--- config.mk ---
export PLATFORM = sky130hd
export DESIGN_NAME = dac_tx_flat
export DESIGN_NICKNAME = d
export VERILOG_FILES = /design/src/rtl/dac_tx_if.sv /design/src/rtl/dac_tx.sv /design/src/flat_wrapper.sv
export SDC_FILE = /design/constraint.sdc
export NUM_CORES = 1
export LEC_CHECK = 0
export CAP_MARGIN = 15
export CORE_ASPECT_RATIO = 1.2
export CORE_MARGIN = 3
export CORE_UTILIZATION = 55
export CTS_BUF_LIST = sky130_fd_sc_hd__clkbuf_4
export DETAILED_ROUTE_END_ITERATION = 10
export DONT_BUFFER_PORTS = 1
export MAX_ROUTING_LAYER = met4
export PLACE_DENSITY = 0.7
export SLEW_MARGIN = 20
export SYNTH_ARGS = -nofsm -noshare
export SYNTH_HDL_FRONTEND = slang
export SYNTH_SLANG_ARGS = --single-unit
export TNS_END_PERCENT = 100
--- constraint.sdc ---
create_clock -name clk -period 2.2 [get_ports clk]
set_input_delay 0.55 -clock clk [delete_from_list [all_inputs] [get_ports clk]]
set_output_delay 0.55 -clock clk [all_outputs]
set_load 0.02 [all_outputs]
--- src/rtl/dac_tx_if.sv ---
// rtl/dac_tx_if.sv - sample handshake bundle between a waveform source and dac_tx
interface dac_tx_if;
  logic        valid;
  logic        ready;
  logic [11:0] data;
  logic        done;

  // Source side: offers samples and watches for frame completion.
  modport master (
    output valid,
    output data,
    input  ready,
    input  done
  );

  // Transmitter side: accepts samples and reports frame completion.
  modport slave (
    input  valid,
    input  data,
    output ready,
    output done
  );
endinterface

--- src/rtl/dac_tx.sv ---
// rtl/dac_tx.sv - serial DAC transmitter, 16-bit MCP4921-style frames; optional LDAC strobe with DAC_TX_LDAC_EN
module dac_tx #(
  parameter int          CLK_DIV = 2,
  parameter logic [3:0]  CONFIG  = 4'b0011
) (
  input  logic     clk,
  input  logic     reset,
  dac_tx_if.slave  bus,
  output logic     dac_clk,
  output logic     dac_cs,
  output logic     dac_sd
`ifdef DAC_TX_LDAC_EN
  ,
  output logic     dac_ldac
`endif
);

  localparam logic [7:0] RELOAD = 8'(CLK_DIV - 1);

`ifdef DAC_TX_LDAC_EN
  typedef enum logic [2:0] {S_IDLE, S_LOW, S_HIGH, S_HOLD, S_GAP, S_LDAC} state_t;
`else
  typedef enum logic [2:0] {S_IDLE, S_LOW, S_HIGH, S_HOLD, S_GAP} state_t;
`endif

  state_t      state;
  logic [7:0]  phase;
  logic [3:0]  bit_cnt;
  // Bit 15 of the frame goes straight onto dac_sd at acceptance, so only
  // the remaining 15 bits need to be held for shifting.
  logic [14:0] shreg;

  // Frame sequencer: every output is registered so dac_clk/dac_cs/dac_sd are glitch-free.
  always_ff @(posedge clk or negedge reset) begin
    if (!reset) begin
      state     <= S_IDLE;
      phase     <= 8'd0;
      bit_cnt   <= 4'd0;
      shreg     <= 15'd0;
      bus.ready <= 1'b1;
      bus.done  <= 1'b0;
      dac_clk   <= 1'b0;
      dac_cs    <= 1'b1;
      dac_sd    <= 1'b0;
`ifdef DAC_TX_LDAC_EN
      dac_ldac  <= 1'b1;
`endif
    end else begin
      bus.done <= 1'b0;
      case (state)
        S_IDLE: begin
          if (bus.valid && bus.ready) begin
            shreg     <= {CONFIG[2:0], bus.data};
            bit_cnt   <= 4'd15;
            bus.ready <= 1'b0;
            dac_cs    <= 1'b0;
            dac_sd    <= CONFIG[3];
            phase     <= RELOAD;
            state     <= S_LOW;
          end
        end
        S_LOW: begin
          if (phase == 8'd0) begin
            dac_clk <= 1'b1;
            phase   <= RELOAD;
            state   <= S_HIGH;
          end else begin
            phase <= phase - 8'd1;
          end
        end
        S_HIGH: begin
          if (phase == 8'd0) begin
            // Data only moves on the falling edge so the DAC sees it stable at the next rise.
            dac_clk <= 1'b0;
            phase   <= RELOAD;
            if (bit_cnt == 4'd0) begin
              state <= S_HOLD;
            end else begin
              bit_cnt <= bit_cnt - 4'd1;
              dac_sd  <= shreg[14];
              shreg   <= {shreg[13:0], 1'b0};
              state   <= S_LOW;
            end
          end else begin
            phase <= phase - 8'd1;
          end
        end
        S_HOLD: begin
          if (phase == 8'd0) begin
            dac_cs   <= 1'b1;
            dac_sd   <= 1'b0;
            bus.done <= 1'b1;
            phase    <= RELOAD;
            state    <= S_GAP;
          end else begin
            phase <= phase - 8'd1;
          end
        end
        S_GAP: begin
          if (phase == 8'd0) begin
`ifdef DAC_TX_LDAC_EN
            dac_ldac <= 1'b0;
            phase    <= RELOAD;
            state    <= S_LDAC;
`else
            bus.ready <= 1'b1;
            state     <= S_IDLE;
`endif
          end else begin
            phase <= phase - 8'd1;
          end
        end
`ifdef DAC_TX_LDAC_EN
        S_LDAC: begin
          // First half drives the strobe low, second half is recovery with it high.
          if (phase == 8'd0) begin
            if (!dac_ldac) begin
              dac_ldac <= 1'b1;
              phase    <= RELOAD;
            end else begin
              bus.ready <= 1'b1;
              state     <= S_IDLE;
            end
          end else begin
            phase <= phase - 8'd1;
          end
        end
`endif
        default: begin
          state <= S_IDLE;
        end
      endcase
    end
  end

endmodule
--- src/flat_wrapper.sv ---
// flat-port wrapper written by rule: the top's interface ports become plain ports
module dac_tx_flat 
#(
  parameter int          CLK_DIV = 2,
  parameter logic [3:0]  CONFIG  = 4'b0011
)
  (clk, reset, dac_clk, dac_cs, dac_sd, bus_valid, bus_data, bus_ready, bus_done);
  dac_tx_if bus_i ();
  input  logic clk;
  input  logic reset;
  output logic dac_clk;
  output logic dac_cs;
  output logic dac_sd;
  input wire logic [$bits(bus_i.valid)-1:0] bus_valid;
  input wire logic [$bits(bus_i.data)-1:0] bus_data;
  output wire logic [$bits(bus_i.ready)-1:0] bus_ready;
  output wire logic [$bits(bus_i.done)-1:0] bus_done;
  assign bus_i.valid = bus_valid;
  assign bus_i.data = bus_data;
  assign bus_ready = bus_i.ready;
  assign bus_done = bus_i.done;
  dac_tx #(.CLK_DIV(CLK_DIV), .CONFIG(CONFIG)) u_core (.clk(clk), .reset(reset), .bus(bus_i), .dac_clk(dac_clk), .dac_cs(dac_cs), .dac_sd(dac_sd));
endmodule
# Word level (Yosys, flattened, before mapping)
# Index checks and enable logic that the tools add are counted.
[classes]
reduce_logical = 18
n_addsub = 2
eq_ne = 11
mux = 30
[op_table]
columns = ["op", "n"]
rows = [
  ["$mux 15", 3],
  ["$pmux 15 s2", 1],
  ["$mux 8", 3],
  ["$pmux 8 s3", 1],
  ["$mux 3", 5],
  ["$pmux 3 s5", 1],
  ["$mux 4", 3],
  ["$reduce_and 3->1", 4],
  ["$ne 2x1->1 const B", 5],
  ["$reduce_and 5->1", 2],
  ["$logic_not 8->1", 1],
  ["$pmux 4 s2", 1],
  ["$reduce_bool 2->1", 4],
  ["$sub 8x1->8 const B", 1],
  ["$mux 1", 7],
  ["$eq 3x2->1 const B", 2],
  ["$pmux 1 s2", 3],
  ["$reduce_bool 3->1", 2],
  ["$logic_not 4->1", 1],
  ["$ne 2x2->1 const B", 2],
  ["$reduce_and 4->1", 1],
  ["$sub 4x1->4 const B", 1],
  ["$eq 3x1->1 const B", 1],
  ["$eq 3x3->1 const B", 1],
  ["other kinds (5)", 5],
]
[totals]
word_cells = 70
output_inout_bits = 5
reg_bits = 35
in_bits = 15

# Depth between registers and ports, before layout
[depth]
word_depth = 4
ltp_mapped = 7
depth_no_buf = 6

# Worst setup path after synthesis
# No wires, ideal clock.
[synth_timing]
path_kind = "register -> register"
startpoint = "reg u_core.phase[0]"
endpoint = "reg u_core.phase[0]"
t_arrival_ns = 1.714
path_stages_with_launch = 7
setup_ns = 0.125
path_slack_ns = 0.361
n_path_buf = 0
cell_sequence = "dfrtp_1 -> inv_1 -> ha_1 -> or4b_1 -> o21ai_1 -> a21oi_1 -> mux2_2"
[synth_via]
elab_chain_cells = 3
[synth_rtl]
columns = ["item", "line", "text"]
rows = [
  ["start: declaration", "dac_tx.sv:27", "logic [7:0] phase;"],
  ["start signal: assignment", "dac_tx.sv:68", "phase <= phase - 8'd1;"],
  ["start signal: assignment", "dac_tx.sv:85", "phase <= phase - 8'd1;"],
  ["start signal: assignment", "dac_tx.sv:96", "phase <= phase - 8'd1;"],
  ["$sub 8x1->8 or $logic_not 8->1 (tied branches)", "n/a", ""],
  ["$mux 8, or another cell as far along", "dac_tx.sv:100", "if (phase == 8'd0) begin"],
  ["$pmux 8 s3 or $reduce_and 3->1 (tied branches)", "n/a", ""],
]
# Parallel ways exist; a longest one is shown, timed or not. The select of a mux whose other input is x is not followed.
# A chain may end at the register's enable or synchronous reset.

# Worst setup path in the final report
# Ends and elaborated chain as after synthesis.

==> metrics.yaml <==
timing:
  rsz0062_at_grt: "false"
  period_share: 0.932
  slew_headroom: 0.655
  worst_slack_ps: 150
  fin_tns_setup_ps: 0
  finalCriticalPeriod_ps: 2050
  tightest_slew_ps: 518
  hold_viol_final: 0
  max_freq_mhz: 488
  setup_viol: 0
  finalClockSkew_ps: 1.98
  drv_slew: 0
die:
  rows: 22
  core_um2: 3140
  die_area_um2: 4120
  initial_core_util: 0.593
  io_pins: 20
  die_y_um: 69.7
  die_w_um: 59.1
synthesis:
  synth-main-ff-cell: "dfrtp_1"
  yosysTopAreaCell: "dfrtp_1"
  avgSynthCellArea_um2: 9.54
  synthesis.area_um2: 1860
  synthArstFlopShare: 1.00
  synth_cell_types: 51
  synthCells: 195
  ys_ff_latch: 35
  yosysSeqAreaShare: 0.472
  synth_top_area_frac: 0.444
  synth-edff-count: 0
  syn_nets: 213
  ys_warn_count: 0
  netlist_top_cells_area: "dfrtp_1, a21oi_2, a21oi_1, nand3_1, o22ai_1"
clock_network:
  cts.path.max_buffers: 2
  cts_tree: "done"
  cts.sinks: 35
  clkLatencyLatePin_ps: 320
  htreeDepth: 2
  cts_buffers: 5
  path_clk_slew_ps: 90
  cts-root-buf: "clkbuf_4"
pwr:
  p_comb_frac: 0.020
  switching_power_mw: 0.211
  peakVddDrop_mv: 0.435
  swShare: 0.205
  p_leak_nw: 0.815
  p_seq_frac: 0.630
  power.total_mw: 1.03
  intPower_mw: 0.817
  power_per_cell_area_nw_per_um2: 513
  p_clk_frac: 0.350
routing:
  wl_mm: 4.04
  wl_per_cell_um: 16.9
  final_antenna_net_count: 0
  drt_iter0_drc: 124
  route.detailed.drc: 0
  vias: 1574
  vias_per_cell: 6.59
  dr.pass1.iters: 4
layout:
  multiInputGateArea_um2: 887
  fin_cells: 239
  regArea_um2: 878
  syn_to_final_growth_pct: 7.67
  antenna_cells: 0
  fillCellCount: 279
  nets: 220
  stdcell_area_um2: 2000
  drive_above_1_share: 0.187
place:
  globalplace.congestion: 0.906
  dpl_worst_slack_ps: 136
  dp_hpwl_mm: 2.94
  dp_cells: 228
  post_dp_cell_area_um2: 1900
  io_buffers: 0
worst_setup_path:
  cp_data_arrival_time_ps: 2270
  startpoint: "u_core.phase[0]"
  start_kind: "flop"
  regToRegStartpoint: "u_core.phase[0]"
  crit_fanout: 7
  required_ps: 2420
  crit_type: "flop to flop"
  cp-end-kind: "flop"
run_status:
  status: "complete, no violations"
global_route:
  grt-ovfl-total: 0
  track_usage: 0.222
  grt_pass1_vias: 1492
  antenna_found_initial: 0
  grt_pass1_wl_mm: 6.87
  grt_max_degree: 34
flow_run:
  max_cap_viol_count: 0
min_path:
  hold_path_class: "input port to async pin"
[power by group through the flow]
stage | registers (mW) | logic [mW] | clock network, mW
4_1_cts | 0.647 | 0.0221 | 0.372
3_5_place_dp | 0.660 | 0.00600 | 0
3_3_place_gp | 0.660 | 0.00582 | 0
6_report | 0.647 | 0.0209 | 0.360
2_1_floorplan | 0.660 | 0.00530 | 0
5_1_grt | 0.648 | 0.0243 | 0.407
[Yosys cell counts (2+ instances only)]
| master | count |
|---|---|
| dfrtp_1 | 33 |
| inv_1 | 16 |
| a21oi_1 | 14 |
| nand3_1 | 14 |
| nor2_1 | 13 |
| o22ai_1 | 10 |
| a21oi_2 | 9 |
| o21ai_1 | 9 |
| nand2_1 | 7 |
| clkbuf_1 | 6 |
| o21ai_0 | 5 |
| or3_1 | 5 |
| nor3_1 | 4 |
| a211oi_1 | 3 |
| ha_1 | 3 |
| mux2i_1 | 3 |
| a31oi_1 | 2 |
| a41oi_1 | 2 |
| dfstp_2 | 2 |
| nor3b_1 | 2 |
| o31ai_1 | 2 |
| or3b_1 | 2 |
[per-layer routing]
| metal | global-route usage | part of all wire | vias to the layer above |
|---|---|---|---|
| met3 | 0.0521 | 0.050 | 6 |
| li1 | - | - | 736 |
| met1 | 0.279 | 0.41 | 776 |
| met5 | - | 0 | - |
| met2 | 0.355 | 0.52 | 56 |
| met4 | 0.0605 | 0.011 | 0 |
[final cells by class]
| cell class | count | share of cell area |
|---|---|---|
| clock buffer | 8 | 0.0300 |
| sequential | 35 | 0.438 |
| inverter | 16 | 0.0300 |
| tap | 36 | 0.0225 |
| timing repair buffer | 8 | 0.0362 |
| multi-input combinational | 136 | 0.443 |
[timing repair]
item | in CTS | in global routing
gates resized for setup | 0 | 1
endpoints found under the setup margin | 0 | 7
endpoints found under the hold margin | 33 | 0
hold buffers | 1 | 0
setup buffers | 0 | 2
[sequential cells by signal (all words and copies together) (netlist names)]
| name | flops |
|---|---|
| u_core.dac_cs | 1 |
| u_core.bus.done | 1 |
| u_core.shreg | 15 |
| u_core.phase | 8 |
| u_core.bus.ready | 1 |
| u_core.state | 3 |
| u_core.dac_clk | 1 |
| u_core.bit_cnt | 4 |
| u_core.dac_sd | 1 |
[cell families after synthesis]
logic type	after synthesis	share of synthesized area
buffers and inverters	24	0.0531
flip-flops	35	0.472
multiplexers	4	0.0222
AO/OA/AOI/OAI	65	0.231
AND/OR/NAND/NOR	64	0.202
adder cells (fa/ha/maj)	3	0.0202
[cells in the final DEF, fill, tap and decap left out, types with 2 or more instances in the layout]
master and n:
a211oi_1 3, a21oi_1 14, a21oi_2 9, a31oi_1 2, a41oi_1 2, buf_4 7
clkbuf_4 8, dfrtp_1 33, dfstp_2 2, ha_1 3, inv_1 16, mux2i_1 3
nand2_1 7, nand3_1 14, nor2_1 13, nor3_1 4, nor3b_1 2, o21ai_0 5
o21ai_1 8, o21ai_2 2, o22ai_1 10, o31ai_1 2, or3_1 5, or3b_1 2
[stage by stage]
step / util / hold WS (ps)
3_5_place_dp: 0.607 / 255
4_1_cts: 0.632 / 36.0
2_1_floorplan: - / 254
6_report: 0.638 / 35.6
3_3_place_gp: 0.607 / 255
5_1_grt: 0.638 / 24.1
[critical path: stages, from the launching register on]
cell,delay [ps]
dfrtp_1,410
inv_1,80
ha_1,250
or4b_1,560
o21ai_2,220
a21oi_1,120
mux2_2,300
[worst paths after layout]
check / cells past startpoint / end / slack [ps]
max: 6 / u_core.phase[0] / 150
min: 1 / u_core.state[2] / 40
max reg2reg: 6 / u_core.phase[0] / 150
min reg2reg: 1 / u_core.shreg[0] / 520
max in group asynchronous: 1 / u_core.phase[6] / 1980
min in group clk: 1 / u_core.shreg[0] / 360
Power figures use the tool's default switching activity.
